## src/rtl/uart_tx_frame.sv

```systemverilog
// uart_tx_frame: UART transmitter, one clk cycle per serial bit.
// Frame: start bit, DATA_WIDTH data bits LSB first, optional parity, stop bit(s).
// Optional build macro UART_TX_TWO_STOP_EN: two stop cycles instead of one;
// the next word is accepted only in the second stop cycle.
// TX_OUT and busy are driven straight from flops so the line never glitches.
module uart_tx_frame #(
    parameter int DATA_WIDTH = 8
) (
    input  logic                  clk,
    input  logic                  rst_n,
    input  logic [DATA_WIDTH-1:0] P_DATA,
    input  logic                  Data_Valid,
    input  logic                  PAR_EN,
    input  logic                  PAR_TYP,
    output logic                  TX_OUT,
    output logic                  busy
);

    localparam int CW = $clog2(DATA_WIDTH + 1);

    typedef enum logic [2:0] {
        IDLE   = 3'b000,
        START  = 3'b001,
        DATA   = 3'b011,
        PARITY = 3'b010,
        STOP   = 3'b110
    } state_t;

    state_t                  state_q, state_d;
    logic [DATA_WIDTH-1:0]   shift_q, shift_d;
    logic [CW-1:0]           cnt_q, cnt_d;
    logic                    par_en_q, par_en_d;
    logic                    par_bit_q, par_bit_d;
    logic                    tx_q, tx_d;
    logic                    busy_q, busy_d;
    logic                    stop_last;
    logic                    accept;

`ifdef UART_TX_TWO_STOP_EN
    logic                    stop_q, stop_d;
    // second stop cycle is the only one in which a new word may start
    assign stop_last = stop_q;
`else
    assign stop_last = 1'b1;
`endif

    // State, datapath and line registers; reset abandons any frame in flight
    always_ff @(posedge clk or negedge rst_n) begin
        if (!rst_n) begin
            state_q   <= IDLE;
            shift_q   <= '0;
            cnt_q     <= '0;
            par_en_q  <= 1'b0;
            par_bit_q <= 1'b0;
            tx_q      <= 1'b1;
            busy_q    <= 1'b0;
`ifdef UART_TX_TWO_STOP_EN
            stop_q    <= 1'b0;
`endif
        end else begin
            state_q   <= state_d;
            shift_q   <= shift_d;
            cnt_q     <= cnt_d;
            par_en_q  <= par_en_d;
            par_bit_q <= par_bit_d;
            tx_q      <= tx_d;
            busy_q    <= busy_d;
`ifdef UART_TX_TWO_STOP_EN
            stop_q    <= stop_d;
`endif
        end
    end

    // Next-state logic: each branch decides what the line carries next cycle
    always_comb begin
        state_d   = state_q;
        shift_d   = shift_q;
        cnt_d     = cnt_q;
        par_en_d  = par_en_q;
        par_bit_d = par_bit_q;
        tx_d      = tx_q;
        busy_d    = busy_q;
        accept    = 1'b0;
`ifdef UART_TX_TWO_STOP_EN
        stop_d    = stop_q;
`endif
        case (state_q)
            IDLE: begin
                tx_d   = 1'b1;
                busy_d = 1'b0;
                accept = Data_Valid;
            end
            START: begin
                // start bit is on the line; queue data bit 0
                tx_d    = shift_q[0];
                shift_d = shift_q >> 1;
                cnt_d   = '0;
                state_d = DATA;
            end
            DATA: begin
                if (cnt_q == CW'(DATA_WIDTH - 1)) begin
                    if (par_en_q) begin
                        tx_d    = par_bit_q;
                        state_d = PARITY;
                    end else begin
                        tx_d    = 1'b1;
                        state_d = STOP;
`ifdef UART_TX_TWO_STOP_EN
                        stop_d  = 1'b0;
`endif
                    end
                end else begin
                    tx_d    = shift_q[0];
                    shift_d = shift_q >> 1;
                    cnt_d   = cnt_q + CW'(1);
                end
            end
            PARITY: begin
                tx_d    = 1'b1;
                state_d = STOP;
`ifdef UART_TX_TWO_STOP_EN
                stop_d  = 1'b0;
`endif
            end
            STOP: begin
                if (!stop_last) begin
`ifdef UART_TX_TWO_STOP_EN
                    stop_d = 1'b1;
`endif
                    tx_d   = 1'b1;
                end else if (Data_Valid) begin
                    accept = 1'b1;
                end else begin
                    tx_d    = 1'b1;
                    busy_d  = 1'b0;
                    state_d = IDLE;
                end
            end
            default: begin
                tx_d    = 1'b1;
                busy_d  = 1'b0;
                state_d = IDLE;
            end
        endcase

        // Latch the word and its configuration; the start bit goes out next cycle
        if (accept) begin
            shift_d   = P_DATA;
            par_en_d  = PAR_EN;
            par_bit_d = (^P_DATA) ^ PAR_TYP;
            cnt_d     = '0;
            tx_d      = 1'b0;
            busy_d    = 1'b1;
            state_d   = START;
        end
    end

    assign TX_OUT = tx_q;
    assign busy   = busy_q;

endmodule

```

## config.mk

```make
export PLATFORM = sky130hd
export DESIGN_NAME = uart_tx_frame
export DESIGN_NICKNAME = d
export VERILOG_FILES = /design/src/rtl/uart_tx_frame.sv
export SDC_FILE = /design/constraint.sdc
export NUM_CORES = 1
export LEC_CHECK = 0
export ABC_AREA = 1
export CAP_MARGIN = 30
export CORE_MARGIN = 10
export CORE_UTILIZATION = 30
export DETAILED_ROUTE_END_ITERATION = 6
export SLEW_MARGIN = 30
export SYNTH_ARGS = -nofsm -noshare
export SYNTH_HDL_FRONTEND = slang
export SYNTH_SLANG_ARGS = --single-unit
```

## constraint.sdc

```tcl
create_clock -name clk -period 3.9 [get_ports clk]
set_input_delay 0.39 -clock clk [delete_from_list [all_inputs] [get_ports clk]]
set_output_delay 0.39 -clock clk [all_outputs]
set_load 0.03 [all_outputs]
```

; Word level (Yosys, flattened, before mapping)
; Index checks and enable logic that the tools add are counted.
[classes]
add_sub_neg = 1
n_eq_ne = 10
n_mux = 21
n_bitwise = 1
reduce_logical = 7
[op_table]
columns = operator, count
row1 = 2-to-1 mux 8 bit, 2
row2 = one-hot mux 8 bit (2 select lines), 1
row3 = one-hot mux 3 bit (5 select lines), 1
row4 = 2-to-1 mux 3 bit, 4
row5 = != test 3 bit (second input constant), 3
row6 = 2-to-1 mux 4 bit, 2
row7 = one-hot mux 4 bit (2 select lines), 1
row8 = XOR reduction 8 bit, 1
row9 = 2-to-1 mux 1 bit, 7
row10 = equality test 3 x 2 -> 1 bit (second input constant), 2
row11 = adder 4 x 1 -> 4 bit (second input constant), 1
row12 = equality test 4 x 3 -> 1 bit (second input constant), 1
row13 = one-hot mux 1 bit (2 select lines), 2
row14 = AND reduction 2 bit, 2
row15 = equality test 3 x 1 -> 1 bit (second input constant), 1
row16 = equality test 3 bit (second input constant), 1
row17 = zero test 3 bit, 1
row18 = one-hot mux 1 bit (3 select lines), 1
row19 = AND reduction 3 bit, 1
row20 = nonzero test 3 bit, 1
row21 = OR reduction 3 bit, 1
row22 = != test 2 x 1 -> 1 bit (second input constant), 1
row23 = != test 2 bit (second input constant), 1
row24 = bitwise XOR 1 bit, 1
[totals]
regBits = 19
in_bits = 13
output_inout_bits = 2
word_cells = 47

; Logic depth before layout (Yosys ltp)
[logic_depth]
ltp_word = 4
mapped_depth = 10
mapped_depth_nobuf = 10

; Worst setup path after synthesis
; Ideal clock, no wire load.
[synth_timing]
kind = reg2reg
startpoint = reg cnt_q[0]
endpoint = reg shift_q[6]
setup_ns = 0.073
t_arrival_ns = 1.260
required_time_ns = 3.827
path_slack_ns = 2.567
stages_incl_launch_ff = 10
path_buffers = 1
period_less_slack_ns = 1.333
cell_sequence = dfrtp_1 > ha_1 > nand2_1 > inv_1 > nand2_1 > nand2_2 > nand2_4 > buf_6 > nor2_2 > a21oi_2
[synth_between]
elab_chain_cells = 3
[synth_rtl]
columns = item, line_no
row1 = start: declaration, 31  ; logic [CW-1:0] cnt_q, cnt_d;
row2 = start signal: assignment, 63  ; cnt_q <= cnt_d;
row3 = equality test 4 x 3 -> 1 bit, 101  ; if (cnt_q == CW'(DATA_WIDTH - 1)) begin
row4 = != test 3 bit (no line), n/a
row5 = AND reduction 2 bit (no line), n/a
row6 = end signal: assignment, 62  ; shift_q <= shift_d;
row7 = end: declaration, 30  ; logic [DATA_WIDTH-1:0] shift_q, shift_d;
; No other way between the ends.
; A chain may end at the register's enable or synchronous reset.

; Final worst setup path
[layout_timing]
startpoint = reg tx_q, in the netlist TX_OUT
endpoint = out TX_OUT
[layout_rtl]
columns = item, line_no
row1 = start: declaration, 34  ; logic tx_q, tx_d;
row2 = start signal: assignment, 66  ; tx_q <= tx_d;
row3 = end: declaration, 15  ; output logic TX_OUT,
; No word-level cell between the ends.

==> impl_metrics.csv <==
group,metric,value,unit
run_status,outcome,"complete, no violations",
finish,layout_commonest_cell,"nand2_1",
routing,final_routed_drc_violation_total,0,
cts,numCtsBuffers,3,
routing,via_per_inst,4.532,
logic_synthesis,synth_largest_area_cell,"dfrtp_1",
worst_setup_path,number_of_cells_on_the_critical_path,1,
worst_setup_path,crit_end,"TX_OUT",
finish,proportion_of_layout_cells_with_a_drive_suffix_above_1,0.1465,
routing,routed_wirelength,2136,um
worst_setup_path,worst-r2r-setup-slack,2.35,ns
worst_setup_path,slowest_delay,0.66,ns
cts,htree_num_levels,1,
worst_setup_path,critPathSlowestCell,"clkdlybuf4s50_1",
power_and_ir_drop,power.density,707.4,mW/mm^2
routing,avgRoutedWirePerCell,10.52,um
worst_setup_path,cp_max_fo,1,
cts,hold_buffers,0,
routing,firstDrtPassIters,4,
power_and_ir_drop,swShare,0.4255,
worst_setup_path,crit_arrival,1.43,ns
power_and_ir_drop,power.share.clock,0.144,
cts,cts_max_path_buffers,2,
cts,clock_latency_reported_for_the_late_side_of_the_worst_skew_pair,0.25,ns
timing,timing.max_slew.rel_slack,0.7173,
finish,insertedDiodeCount,0,
worst_setup_path,critical_path.reg2reg.endpoint,"cnt_q[3]",
routing,antenna_left,0,
grt,antenna_found_initial,0,
place,routabilityCongestion,0.8318,
timing,period_minus_slack,1.817,ns
timing,timing.clock.skew,0.002303,ns
timing,fin_setup_tns,0,ns
worst_setup_path,worstPathRequired,3.51,ns
grt,globalRouteOverflowTotal,0,
logic_synthesis,yosysWarningCount,0,
power_and_ir_drop,worst_ir_drop_vdd,0.1604,mV
place,hpwl,1701,um
finish,post-route-util,0.3759,
grt,grtUsageTotal,0.07153,
die,fp.dieArea,0.006483,mm^2
die,num_rows,21,
timing,setup-violations-final,0,
worst_setup_path,cp_num_buf_inv,1,
die,initial_utilization,0.3192,
place,buffer_ports.inserted,14,
worst_setup_path,worst_path_dominant_cell_family,"buffers and inverters",
finish,flow.area_growth_from_synthesis,17.77,%
logic_synthesis,synth_area_leaders,"dfrtp_1, nand2_1, inv_1, nand3_1, a21oi_2",
timing,setup_repair_after_global_routing_missed_its_margin,"false",
cts,cts_root_buffer,"clkbuf_8",
cts,tritoncts,"yes",
finish,layout.cells.most_common_list,"nand2_1, dfrtp_1, inv_1, clkdlybuf4s50_1, nand3_1",
run,drv.max_cap_violation_count,0,
worst_setup_path,setup.worst_path.start_class,"flop",
grt,grt_max_degree,20,
worst_setup_path,timing.reg2reg.worst_path_depth,9,
routing,detailroute.via_count,920,
power_and_ir_drop,power_switching,389.4,uW
timing,finalMaxSlewViolations,0,
logic_synthesis,yosysSeqAreaShare,0.4339,
cts,clock_pin_slew_on_the_worst_setup_and_hold_paths,0.07,ns
cts,post-cts-setup-buffer-count,0,
logic_synthesis,synth.ff_latch_count,19,
logic_synthesis,post-synth-top-area-fraction,0.4100,
finish,final_net_count,172,
finish,filler_cell_count,370,
cts,clock_sink_count,19,
hold_path,holdCritPathClass,"in -> async",
power_and_ir_drop,share_seq_of_total_power,0.386,
routing,drt-initial-drc-count,77,
die,core_region_area,0.003442,mm^2
power_and_ir_drop,combinationalPowerShare,0.470,
power_and_ir_drop,leakagePower,0.6804,nW
worst_setup_path,timing.critical_path.cells,"clkdlybuf4s50_1",
logic_synthesis,synth_cell_types,25,
timing,fin_crit_sh,0.4660,
timing,worstMarginPinSlew,0.4241,ns
logic_synthesis,synth_cells,142,
die,die_outline_width,80.52,um
grt,vias_in_the_first_global_route,916,
die,num_io_pins,15,
logic_synthesis,avg_inst_size_synth,7.736,um^2
worst_setup_path,path_class,"reg -> out",
worst_setup_path,timing.rr.start,"cnt_q[0]",
power_and_ir_drop,internal_power,525.8,uW
logic_synthesis,mappedNetlistNets,156,
die,dieHeight,80.52,um
cts,ctsResizeCount,0,
worst_setup_path,critical_path.startpoint,"TX_OUT",
logic_synthesis,syn-cell-area,0.001099,mm^2
timing,maximum_frequency_from_static_timing_analysis,550.3,MHz
worst_setup_path,timing.critical_path.to_type,"output port",
timing,hold_violations,0,
grt,grt_first_pass_wirelength,3822,um
kinds of logic after synthesis:
group | Yosys count | synth area share
xor gates and xnor gates | 1 | 0.007974
DFF | 19 | 0.4339
adders and majority gates | 1 | 0.01139
and+or+nand+nor | 81 | 0.3292
AOI/OAI and AO/OA | 17 | 0.1036
buffers and inverters | 23 | 0.1139
sequential cells by signal, summed over array words and instances (netlist names):
register   cells
par_en_q       1
cnt_q          4
TX_OUT         1
busy           1
state_q        3
par_bit_q      1
shift_q        8
final cells by class:
class / count / area, um^2 / share of cell area
Multi-Input combinational cell: 100 / 496.7 / 0.3839
Sequential cell: 19 / 476.7 / 0.3685
Timing Repair Buffer: 14 / 135.1 / 0.1044
Inverter: 20 / 82.58 / 0.06383
Tap cell: 46 / 57.56 / 0.04449
Clock buffer: 4 / 45.04 / 0.03482
cells in the mapped netlist:
library cell	instances
nand2_2	3
nor2_2	1
ha_1	1
a21oi_2	4
nor2_1	7
xor2_1	1
inv_1	17
a21oi_1	4
o21ai_0	5
inv_6	1
nor3_2	1
nor4_1	1
inv_4	1
o21ai_2	3
buf_12	1
dfstp_2	1
inv_2	1
buf_6	2
nand3_1	12
and3_1	1
nand3_2	1
nand2_4	2
a211oi_1	1
dfrtp_1	18
nand2_1	52
metal layers:
layer	vias up	track usage	share of wire
li1	475	-	-
met5	-	0	0
met2	19	0.1178	0.45
met4	0	0.02113	0.0084
met1	422	0.08643	0.49
met3	4	0.02227	0.049
worst min-delay path by stage:
stage	from	to	depth (start not counted)
final	rst_n	state_q[2]	1
after global routing	rst_n	state_q[1]	1
after CTS	par_en_q	state_q[2]	1
after detailed placement	par_en_q	state_q[2]	1
after global placement	par_en_q	state_q[2]	1
after floorplan	rst_n	busy	0
power by group through the flow:
stage          combinational [mW]  clock, mW  sequential [mW]
2_1_floorplan               0.350          0            0.362
3_3_place_gp                0.425          0            0.357
3_5_place_dp                0.438          0            0.356
4_1_cts                     0.439      0.136            0.353
5_1_grt                     0.499      0.147            0.366
6_report                    0.430      0.132            0.353
stage by stage:
stage / instance area [um^2] / hold WS [ns] / total power [mW] / cells / setup slack (ns)
6_report: 1294 / 0.06847 / 0.9152 / 203 / 2.083
5_1_grt: 1294 / 0.09527 / 1.012 / 203 / 2.042
2_1_floorplan: 1099 / 0.09441 / 0.7121 / 142 / 2.567
3_3_place_gp: 1254 / 0.4696 / 0.7817 / 199 / 2.016
3_5_place_dp: 1254 / 0.4750 / 0.7946 / 199 / 1.934
4_1_cts: 1299 / 0.4824 / 0.9283 / 203 / 2.069
Note: power is estimated with default switching activity, not from simulation.
==> edit (same settings) <==
Change the parameter `DATA_WIDTH` from 8 to 16.
--- a/src/rtl/uart_tx_frame.sv
+++ b/src/rtl/uart_tx_frame.sv
@@ -5,5 +5,5 @@
 // TX_OUT and busy are driven straight from flops so the line never glitches.
 module uart_tx_frame #(
-    parameter int DATA_WIDTH = 8
+    parameter int DATA_WIDTH = 16
 ) (
     input  logic                  clk,
Interface: changed (resized P_DATA); port bits go from 15 to 23. The function was not compared with the original's and may differ.
==> edit against the original RTL <==
Sequential cell count up 9; design area up 55%; fmax down 7.7%; sequential share of layout area down 1.8 points; total power up 46%; wire length up 51%; area after synthesis up 52%; combinational power up 47%; worst setup slack worse by 0.15 ns; utilization down 0.96 points; via count up 38%.
==> edit: results (changes against the original RTL) <==
metric,value,unit,change
synthXorXnorAreaFrac,6.80,%,was 0.797%
synth.mux.area_fraction,5.98,%,was 0%
drtPass1Iterations,6,,was 4
hpwl,2440,um,was 1700 um
worst_pin_slew,0.433,ns,was 0.424 ns
dp_cells,287,,was 199
multi_input_gates,140,,was 100
non_clock_inverters,23,,was 20
met1_routed_wirelength_after_detailed_routing,1500,um,was 1060 um
grtUsageMet1,9.61,%,was 8.64%
clock_transition_at_the_registers_of_the_reported_paths,0.10,ns,was 0.07 ns
area_share_clock_buf_inv,3.56,%,was 3.48%
grt_start_max_net_pins,31,,was 20
worst_clock_skew,0.00413,ns,was 0.00230 ns
non_clock_buffer_count,24,,was 14
clockPowerShare,17.0,%,was 14.4%
grt.met2_usage,12.5,%,was 11.8%
fraction_of_the_mapped_netlist_area_in_compound_gates,13.3,%,was 10.4%
routed-wl-met2,1490,um,was 956 um
dp_worst_setup_slack,1.92,ns,was 1.93 ns
multiInputGateArea,817,um^2,was 497 um^2
crit_required,4.11,ns,was 3.51 ns
post_synth_num_cell_types,30,,was 25
grt.met3_usage,3.01,%,was 2.23%
detailroute.wirelength.met3,212,um,was 104 um
power.ir.vdd_worst,0.400,mV,was 0.160 mV
p_leak,0.000991,uW,was 0.000680 uW
synth.avg_cell_area,8.50,um^2,was 7.74 um^2
vias_after_detailed_routing,1270,,was 920
synth-seq-cells,28,,was 19
layout_top_registers,"shift_q (16), cnt_q (5), state_q (3)",,"was shift_q (8), cnt_q (4), state_q (3)"
vias_in_the_first_global_route,1244,,was 916
clkbuf_count,3,,was 4
number_of_buffers_inserted_by_port_buffering,22,,was 14
status,completed,,unchanged
crit_path_max_fanout,30,,was 1
total_switching_power,550,uW,was 389 uW
synth-seq-area-share,41.9,%,was 43.4%
yosys-top-cells-area,"sky130_fd_sc_hd__dfrtp_1 40%, sky130_fd_sc_hd__nand2_1 15%, sky130_fd_sc_hd__o21ai_2 6.3%",,"was sky130_fd_sc_hd__dfrtp_1 41%, sky130_fd_sc_hd__nand2_1 18%, sky130_fd_sc_hd__inv_1 5.8%"
via_per_inst,4.36,,was 4.53
drive_gt1_share,13.7,%,was 14.6%
final_nets,243,,was 172
gp_congestion,0.713,,was 0.832
layout.nonclk_buf_share,11.7,%,was 10.4%
finish.utilization,36.6,%,was 37.6%
wire_per_inst,11.1,um,was 10.5 um
cp_slowest_cell,sky130_fd_sc_hd__dfrtp_1,,was sky130_fd_sc_hd__clkdlybuf4s50_1
regArea,702,um^2,was 477 um^2
placed_cell_area,0.00193,mm^2,was 0.00125 mm^2
seqPwrFrac,35.5,%,was 38.6%
## edit: changes by cell type after synthesis, sizes merged, moves of 5 or more
cell / change
o21ai: +13
mux2i: +10
nand2: +10
dfrtp: +9
nand3: -8
xnor2: +6
xor2: +6
a21oi: -5
## edit: final timing paths
kind / startpoint / to / slack, ns / depth (start not counted)
hold / removal: busy$_DFFE_PN0P_ / busy$_DFFE_PN0P_ / 0.48 / 2
setup reg to reg: cnt_q[1]$_DFFE_PN0P_ / shift_q[3]$_DFFE_PN0P_ / 1.93 / 10
setup / recovery: cnt_q[1]$_DFFE_PN0P_ / shift_q[3]$_DFFE_PN0P_ / 1.93 / 10
max in group asynchronous: rst_n / TX_OUT$_DFFE_PN1P_ / 3.10 / 2
min in group asynchronous: rst_n / state_q[1]$_DFFE_PN0P_ / 0.49 / 2
hold reg to reg: busy$_DFFE_PN0P_ / busy$_DFFE_PN0P_ / 0.48 / 2
